File: src/rtl/cpu_pkg.sv
// rtl/cpu_pkg.sv - shared cpu definitions: fetch FSM states, PC step, buffer entry width
package cpu_pkg;

    // Fetch control: RUN while no stale responses are pending, FLUSH while they drain.
    typedef enum logic {
        FETCH_RUN   = 1'b0,
        FETCH_FLUSH = 1'b1
    } fetch_state_e;

    localparam logic [31:0] PC_INC        = 32'd4;
    localparam int unsigned FETCH_ENTRY_W = 64;     // {pc, instruction}

    // Redirect targets are forced onto a word boundary.
    function automatic logic [31:0] align_pc(input logic [31:0] pc);
        return {pc[31:2], 2'b00};
    endfunction

endpackage

File: src/rtl/fetch_fifo.sv
// rtl/fetch_fifo.sv - instruction buffer FIFO with flush and write-while-full-and-read
// Ports:
//   clk, reset_n        clock, synchronous active-low reset
//   flush               empties the FIFO (wins over write/read)
//   wr_valid, wr_data   push an entry at the tail
//   rd_ready            pop the head entry (ignored when empty)
//   rd_valid, rd_data   head entry
//   count               number of stored entries
module fetch_fifo #(
    parameter int unsigned DEPTH = 2,
    parameter int unsigned WIDTH = 64
) (
    input  logic                         clk,
    input  logic                         reset_n,
    input  logic                         flush,
    input  logic                         wr_valid,
    input  logic [WIDTH-1:0]             wr_data,
    input  logic                         rd_ready,
    output logic                         rd_valid,
    output logic [WIDTH-1:0]             rd_data,
    output logic [$clog2(DEPTH+1)-1:0]   count
);

    localparam int unsigned CW = $clog2(DEPTH + 1);
    localparam int unsigned PW = (DEPTH > 1) ? $clog2(DEPTH) : 1;

    logic [WIDTH-1:0] mem_q [DEPTH];
    logic [WIDTH-1:0] mem_d [DEPTH];
    logic [PW-1:0]    wr_ptr_q, wr_ptr_d;
    logic [PW-1:0]    rd_ptr_q, rd_ptr_d;
    logic [CW-1:0]    count_q, count_d;
    logic             rd_en;
    logic             wr_en;

    function automatic logic [PW-1:0] ptr_inc(input logic [PW-1:0] p);
        return (p == PW'(DEPTH - 1)) ? '0 : p + 1'b1;
    endfunction

    assign rd_en = rd_ready && (count_q != '0);
    // A full FIFO still accepts a write when the head leaves in the same cycle;
    // the head is read from mem_q before the edge overwrites that slot.
    assign wr_en = wr_valid && ((count_q != CW'(DEPTH)) || rd_en);

    always_comb begin
        mem_d    = mem_q;
        wr_ptr_d = wr_ptr_q;
        rd_ptr_d = rd_ptr_q;
        count_d  = count_q;
        if (flush) begin
            wr_ptr_d = '0;
            rd_ptr_d = '0;
            count_d  = '0;
        end else begin
            if (wr_en) begin
                mem_d[wr_ptr_q] = wr_data;
                wr_ptr_d        = ptr_inc(wr_ptr_q);
            end
            if (rd_en) begin
                rd_ptr_d = ptr_inc(rd_ptr_q);
            end
            count_d = count_q + CW'(wr_en) - CW'(rd_en);
        end
    end

    always_ff @(posedge clk) begin
        if (!reset_n) begin
            wr_ptr_q <= '0;
            rd_ptr_q <= '0;
            count_q  <= '0;
        end else begin
            wr_ptr_q <= wr_ptr_d;
            rd_ptr_q <= rd_ptr_d;
            count_q  <= count_d;
        end
    end

    // Payload storage carries no reset; count_q alone qualifies it.
    always_ff @(posedge clk) begin
        mem_q <= mem_d;
    end

    assign rd_valid = (count_q != '0);
    assign rd_data  = mem_q[rd_ptr_q];
    assign count    = count_q;

endmodule

File: src/rtl/fetch_unit.sv
// rtl/fetch_unit.sv - instruction fetch: PC sequencing, memory requests, redirect flush, buffer
// Ports:
//   clk, reset_n                          clock, synchronous active-low reset
//   redirect_n, redirect_pc               active-low fetch restart at redirect_pc
//   imem_req_valid/addr/ready             request channel to instruction memory
//   imem_resp_valid/data                  in-order response channel
//   inst_valid/data/pc, inst_ready        buffered instruction stream to decode
module fetch_unit
    import cpu_pkg::*;
#(
    parameter logic [31:0] RESET_PC  = 32'h0000_0000,
    parameter int unsigned BUF_DEPTH = 2
) (
    input  logic        clk,
    input  logic        reset_n,
    input  logic        redirect_n,
    input  logic [31:0] redirect_pc,
    output logic        imem_req_valid,
    output logic [31:0] imem_req_addr,
    input  logic        imem_req_ready,
    input  logic        imem_resp_valid,
    input  logic [31:0] imem_resp_data,
    output logic        inst_valid,
    output logic [31:0] inst_data,
    output logic [31:0] inst_pc,
    input  logic        inst_ready
);

    localparam int unsigned CW = $clog2(BUF_DEPTH + 1);
    // Discards can pile up across back-to-back redirects, so this counter gets headroom.
    localparam int unsigned DW = CW + 4;

    fetch_state_e  state_q, state_d;
    logic [31:0]   fetch_pc_q, fetch_pc_d;
    logic [CW-1:0] outstanding_q, outstanding_d;   // live requests whose responses will be kept
    logic [DW-1:0] discard_q, discard_d;           // stale responses still to be dropped

    logic [CW-1:0] buf_count;
    logic          buf_valid;
    logic [FETCH_ENTRY_W-1:0] buf_rd_data;

    logic [CW:0]   credit;
    logic          req_fire;
    logic          in_flush;
    logic          resp_fire;
    logic          resp_drop;
    logic          resp_live;
    logic [CW-1:0] out_after;
    logic [31:0]   resp_pc;

    assign credit         = {1'b0, outstanding_q} + {1'b0, buf_count};
    assign imem_req_valid = reset_n && redirect_n && (credit < (CW+1)'(BUF_DEPTH));
    assign imem_req_addr  = fetch_pc_q;
    assign req_fire       = imem_req_valid && imem_req_ready;

    // Responses with nothing in flight are protocol violations and are ignored.
    assign in_flush  = (state_q == FETCH_FLUSH);
    assign resp_fire = imem_resp_valid && (in_flush || (outstanding_q != '0));
    assign resp_drop = resp_fire && in_flush;
    assign resp_live = resp_fire && !in_flush;

    assign out_after = outstanding_q + CW'(req_fire) - CW'(resp_live);

    // Live requests are consecutive words ending just below fetch_pc, so the
    // oldest one (the one this response answers) is fetch_pc - 4*outstanding.
    assign resp_pc = fetch_pc_q - 32'({outstanding_q, 2'b00});

    always_comb begin
        fetch_pc_d    = fetch_pc_q;
        outstanding_d = out_after;
        discard_d     = discard_q - DW'(resp_drop);
        if (!redirect_n) begin
            // Every live request, including one answered this cycle, becomes stale.
            fetch_pc_d    = align_pc(redirect_pc);
            discard_d     = discard_d + DW'(out_after);
            outstanding_d = '0;
        end else if (req_fire) begin
            fetch_pc_d = fetch_pc_q + PC_INC;
        end
        state_d = (discard_d != '0) ? FETCH_FLUSH : FETCH_RUN;
    end

    always_ff @(posedge clk) begin
        if (!reset_n) begin
            state_q       <= FETCH_RUN;
            fetch_pc_q    <= RESET_PC;
            outstanding_q <= '0;
            discard_q     <= '0;
        end else begin
            state_q       <= state_d;
            fetch_pc_q    <= fetch_pc_d;
            outstanding_q <= outstanding_d;
            discard_q     <= discard_d;
        end
    end

    fetch_fifo #(
        .DEPTH (BUF_DEPTH),
        .WIDTH (FETCH_ENTRY_W)
    ) u_buf (
        .clk      (clk),
        .reset_n  (reset_n),
        .flush    (!redirect_n),
        .wr_valid (resp_live && redirect_n),
        .wr_data  ({resp_pc, imem_resp_data}),
        .rd_ready (inst_ready),
        .rd_valid (buf_valid),
        .rd_data  (buf_rd_data),
        .count    (buf_count)
    );

    assign inst_valid = reset_n && buf_valid;
    assign inst_pc    = buf_rd_data[63:32];
    assign inst_data  = buf_rd_data[31:0];

endmodule

File: config.mk
export PLATFORM = sky130hd
export DESIGN_NAME = fetch_unit
export DESIGN_NICKNAME = d
export VERILOG_FILES = /design/src/rtl/cpu_pkg.sv /design/src/rtl/fetch_fifo.sv /design/src/rtl/fetch_unit.sv
export SDC_FILE = /design/constraint.sdc
export NUM_CORES = 1
export LEC_CHECK = 0
export CAP_MARGIN = 5
export CORE_MARGIN = 4
export CORE_UTILIZATION = 45
export DETAILED_ROUTE_END_ITERATION = 7
export PLACE_DENSITY = 0.82
export RECOVER_POWER = 25
export SYNTH_ARGS = -nofsm -noshare
export SYNTH_HDL_FRONTEND = slang
export SYNTH_SLANG_ARGS = --single-unit
File: constraint.sdc
create_clock -name clk -period 6.4 [get_ports clk]
set_input_delay 0.64 -clock clk [delete_from_list [all_inputs] [get_ports clk]]
set_output_delay 0.64 -clock clk [all_outputs]
set_load 0.02 [all_outputs]
# ---- Word-level counts from Yosys, hierarchy flattened
# Index checks and enable logic that the tools add are counted.
dict set report totals {
  reg_bits 173
  output_inout_bits 98
}
dict set report op_classes {
  n_addsub 11
  magnitude_cmp 4
  n_eq_ne 2
  mux 12
  n_bitwise 2
  n_reduce_logical 19
}
# op n
set op_table {}
lappend op_table {{two-way mux 64 bit} 4}
lappend op_table {{bitwise mux 128 bit} 1}
lappend op_table {{demux 64 bit (select 1 bit)} 1}
lappend op_table {{two-way mux 32 bit} 2}
lappend op_table {{adder 32 x 3 -> 32 bit, second input constant} 1}
lappend op_table {{subtractor 32 x 4 -> 32 bit} 1}
lappend op_table {{logical AND 1 bit} 11}
lappend op_table {{adder 6 x 2 -> 6 bit} 1}
lappend op_table {{two-way mux 6 bit} 1}
lappend op_table {{nonzero test 6 bit} 1}
lappend op_table {{subtractor 6 x 1 -> 6 bit} 1}
lappend op_table {{adder 2 x 1 -> 2 bit} 2}
lappend op_table {{greater-or-equal comparator 2 bit, second input constant} 2}
lappend op_table {{NOT 1 -> 2 bit} 2}
lappend op_table {{AND reduction 2 bit} 2}
lappend op_table {{nonzero test 2 bit} 2}
lappend op_table {{subtractor 2 x 1 -> 2 bit} 2}
lappend op_table {{adder 2 x 2 -> 3 bit} 1}
lappend op_table {{less-than comparator 3 x 2 -> 1 bit, second input constant} 1}
lappend op_table {{two-way mux 1 bit} 3}
lappend op_table {{adder 1 bit, second input constant} 2}
lappend op_table {{logical OR 1 bit} 2}
lappend op_table {{less-than comparator 2 x 1 -> 1 bit, second input constant} 1}
lappend op_table {{inequality test 2 x 1 -> 1 bit, second input constant} 1}
lappend op_table {{2 further kinds} 2}

# ---- Logic depth before layout (Yosys ltp)
dict set report depth {
  ltp_word 10
  depth_mapped 18
  mapped_depth_nobuf 16
}

# ---- Modules after synthesis
# Synthesis repeated with hierarchy kept, for this count alone.
dict set report hier_totals {
  cells_unflattened 653
  area_unflattened_um2 8319.2
}
# module n_inst cells_per_inst area_per_inst_um2
set modules_own_cells {}
lappend modules_own_cells {fetch_fifo 1 221 5069.9}
lappend modules_own_cells {fetch_unit 1 432 3249.4}

# ---- Least setup slack after synthesis
# Ideal clock, no wire load.
dict set report synth_path {
  path_type {in2reg}
  start {input port redirect_n}
  end {register u_buf.mem_q[100] (netlist bit) (enable)}
  setup_ns 0.490
  arrival_ns 4.168
  required_ns 5.910
  setup_slack_ns 1.742
  stages 4
  n_path_buf 2
  cell_sequence {clkbuf_1 -> clkbuf_1 -> o311a_1 -> nor2b_1}
}
dict set report synth_between {
  elab_chain_cells 3
}
# element line
set synth_lines {}
lappend synth_lines {{start, declared} fetch_unit.sv:16} ;# input logic redirect_n,
lappend synth_lines {{logical AND 1 bit} fetch_unit.sv:104} ;# .wr_valid (resp_live && redirect_n),
lappend synth_lines {{logical AND 1 bit} fetch_fifo.sv:42} ;# assign wr_en = wr_valid && ((count_q != CW'(DEPTH)) || rd_en);
lappend synth_lines {{via u_buf.wr_en} fetch_fifo.sv:33} ;# logic wr_en;
lappend synth_lines {{AND reduction 2 bit (no line)} n/a}
lappend synth_lines {{end signal, assigned} fetch_fifo.sv:79} ;# mem_q <= mem_d;
lappend synth_lines {{end, declared} fetch_fifo.sv:27} ;# logic [WIDTH-1:0] mem_q [DEPTH];
# The timed path passes the listed nets, and every way through them passes these cells.
# A chain may end at the register's enable or synchronous reset.

# ---- Worst setup path in the final report
dict set report layout_path {
  start {register outstanding_q[0]}
  end {register state_q, in the netlist in_flush}
}
dict set report layout_between {
  elab_chain_cells 10
  elab_cells_between_ends 16
  classes_between {add/sub: 5; order compare: 1; mux: 2; reduce/logical: 8}
}
# element line
set layout_lines {}
lappend layout_lines {{start, declared} fetch_unit.sv:35} ;# logic [CW-1:0] outstanding_q, outstanding_d;
lappend layout_lines {{start signal, assigned} fetch_unit.sv:92} ;# outstanding_q <= outstanding_d;
lappend layout_lines {{adder 2 x 2 -> 3 bit} fetch_unit.sv:51} ;# assign credit = {1'b0, outstanding_q} + {1'b0, buf_count};
lappend layout_lines {{less-than comparator 3 x 2 -> 1 bit} fetch_unit.sv:52} ;# assign imem_req_valid = reset_n && redirect_n && (credit < (CW+1)'(BUF_DEPTH));
lappend layout_lines {{logical AND 1 bit} fetch_unit.sv:52}
lappend layout_lines {{logical AND 1 bit} fetch_unit.sv:54} ;# assign req_fire = imem_req_valid && imem_req_ready;
lappend layout_lines {{adder 2 x 1 -> 2 bit} fetch_unit.sv:62} ;# assign out_after = outstanding_q + CW'(req_fire) - CW'(resp_live);
lappend layout_lines {{subtractor 2 x 1 -> 2 bit *} fetch_unit.sv:62}
lappend layout_lines {{via out_after[1]} fetch_unit.sv:48} ;# logic [CW-1:0] out_after;
lappend layout_lines {{adder 6 x 2 -> 6 bit *} fetch_unit.sv:75} ;# discard_d = discard_d + DW'(out_after);
lappend layout_lines {{two-way mux 6 bit *} fetch_unit.sv:72} ;# if (!redirect_n) begin
lappend layout_lines {{nonzero test 6 bit *} fetch_unit.sv:80} ;# state_d = (discard_d != '0) ? FETCH_FLUSH : FETCH_RUN;
lappend layout_lines {{two-way mux 1 bit *} fetch_unit.sv:80}
lappend layout_lines {{end signal, assigned} fetch_unit.sv:90} ;# state_q <= state_d;
lappend layout_lines {{end, declared} fetch_unit.sv:33} ;# fetch_state_e state_q, state_d;
# The timed path passes the listed nets; every way through them passes the cells marked *.

==> results_dict.tcl <==
set metrics [dict create \
    overflow 0 \
    syn_area_um2 7900 \
    slowest_stage "fa_1" \
    critical-path-top-delay-family "adder cells" \
    crit_chain "and2_1 -> fa_1 -> and4bb_1 -> and2_1 -> inv_2 -> ha_1 -> inv_1 -> ha_1 -> xnor2_1 -> xnor2_1 -> fa_1 -> nor2b_1 -> mux2_2 -> o22ai_1 -> xor2_1 -> o31a_1" \
    status "finished with violations" \
    min_path_type "reg -> reg" \
    cts_root_buf "clkbuf_16" \
    cts-buffers-inserted 17 \
    ys_types 64 \
    grt_pass1_wl_um 29800 \
    regArea_um2 4590 \
    timing.fmax_mhz 229 \
    pre_cts_slack_ns 1.77 \
    synthFlopType "edfxtp_1" \
    synth_edf_count 124 \
    fp.coreArea_um2 17200 \
    critPathLaunchType "flip-flop" \
    ir_worst_vdd_uv 189 \
    violations "max-capacitance violations, max-slew violations" \
    drtIter0Drc 305 \
    multiInputGateArea_um2 3020 \
    setup.worst_path.end_class "flip-flop" \
    start_util_pct 45.8 \
    antenna_found_initial 0 \
    area_growth_pct 29.2 \
    ant_nets 0 \
    critPathMaxStageDelay_ns 0.40 \
    hpwl_um 12900 \
    fin_crit_ns 4.36 \
    post_cts_buffers 0 \
    syn_inst 644 \
    seq_area_frac_synth_pct 58.0 \
    crit_fanout 28 \
    antennaDiodeCount 0 \
    detail_route.first_pass.iterations 5 \
    worstSetupPathType "reg -> reg" \
    finalMaxSlewViolations 39 \
    vias_per_cell 5.44 \
    cp.arrival_ns 4.68 \
    async_flop_share_pct 0 \
    power_per_cell_area_nw_per_um2 250 \
    io_buffers 161 \
    nets 873 \
    io_pins 168 \
    drc 0 \
    holdWs_ns 0.590 \
    clk_latency_ns 0.43 \
    p_leak_nw 3.65 \
    die_h_um 141 \
    drv_cap 1 \
    totalWireLength_um 18600 \
    num_rows 48 \
    ys_warn_count 0 \
    hold_violations 0 \
    fill_cells 1379 \
    final_layout_size_suffix_gt1_share_pct 15.1 \
    setup_ws_ns 2.04 \
    synth_seq_cells 167 \
    final_common_cell "clkdlybuf4s50_1" \
    clkTransAtPathRegs_ns 0.07 \
    mostFrequentLayoutCells "128 x clkdlybuf4s50_1, 124 x edfxtp_1, 66 x mux2_2" \
    slew_headroom_pct -3.95 \
    vias 5584 \
    cts_num_sinks 167 \
    gr-usage-all-layers_pct 19.1 \
    routedWlPerCell_um 18.1 \
    syn_avg_cell_area_um2 12.3 \
    fin_util_pct 59.2 \
    grt_max_degree 63 \
    cts_hold_buffers 0 \
    rsz0062_at_grt "false" \
    post_cts_resized 0 \
    finalCritPeriodShare_pct 68.1 \
    die_x_um 141 \
    setup-violations-final 0 \
    die-area_um2 19700 \
    cts_tree "built" \
    cts.htree.levels 4 \
    worst-path-buf-inv 2 \
    setup_tns_ns 0 \
    required_ns 6.72 \
    clockBufferDepth 2 \
    tightest_slew_ns 1.56 \
    grt_pass1_vias 5549 \
    globalplace.congestion 0.875 \
    skew_ns 0.0117 \
]
-- sequential cells by signal, summed over array words and instances (netlist names) --
name / flops
u_buf.wr_ptr_q: 1
discard_q: 6
imem_req_addr: 30
outstanding_q: 2
u_buf.mem_q: 124
in_flush: 1
u_buf.count: 2
u_buf.rd_ptr_q: 1
-- tightest hold or removal path: cells and delay by family, from the launching register on --
kind	cells	cell delay (ns)
xor+xnor	1	0.16
flops	1	0.35
simple gates	1	0.04
-- synth_stat cells (12+ instances only) --
library cell	count	area [um2]
nand3_1	14	70.1
xnor2_1	19	166
mux2_2	66	743
edfxtp_1	124	3720
o21ai_0	12	60.1
dfxtp_1	43	861
nand2_1	38	143
and3_1	17	106
inv_1	21	78.8
xor2_1	26	228
clkbuf_1	26	97.6
nor2_1	43	161
a21oi_1	33	165
-- cell families after synthesis --
logic type               share of synthesized area (%)
AO/OA/AOI/OAI                                     6.67
AND/OR/NAND/NOR                                   14.3
flip-flops                                        58.0
other                                           0.0475
multiplexers                                      9.79
adder cells (fa/ha/maj)                           2.50
XOR/XNOR                                          4.99
buffers and inverters                             3.67
-- power by group --
group,internal [W],switching (W)
clock,0.000544,0.000438
sequential,0.00120,0.0000475
combinational,0.000156,0.000166
-- layout make-up --
cell class	instances	area share (%)
clock buffers	17	4.17
clock inverters	14	1.37
inverters	22	0.809
multi-input cells	412	29.6
flip-flops and latches	167	44.9
well taps	225	2.76
repair buffers	169	16.3
-- final timing paths --
path                                 endpoint  cells after the start                   startpoint  slack, ns
hold reg to reg   u_buf.wr_ptr_q$_SDFFE_PN0P_                      2  u_buf.wr_ptr_q$_SDFFE_PN0P_       0.59
setup / recovery          in_flush$_SDFF_PN0_                     16  outstanding_q[0]$_SDFF_PN0_       2.04
hold / removal    u_buf.wr_ptr_q$_SDFFE_PN0P_                      2  u_buf.wr_ptr_q$_SDFFE_PN0P_       0.59
setup reg to reg          in_flush$_SDFF_PN0_                     16  outstanding_q[0]$_SDFF_PN0_       2.04
-- metrics by stage --
stage | cell area (um2) | std cells | power (W)
floorplan | 7910 | 647 | 0.00147
global placement | 9670 | 995 | 0.00158
detailed placement | 9670 | 995 | 0.00159
CTS | 10200 | 1026 | 0.00257
global route | 10200 | 1026 | 0.00266
finish | 10200 | 1026 | 0.00255
-- per-layer routing --
metal	part of all wire (%)	vias to the layer above	GRT usage, %
met2	49	203	31.4
li1	-	2657	-
met4	1.5	0	5.56
met1	42	2699	24.6
met3	7.4	25	5.36
met5	0	-	0
Power figures use the tool's default switching activity.
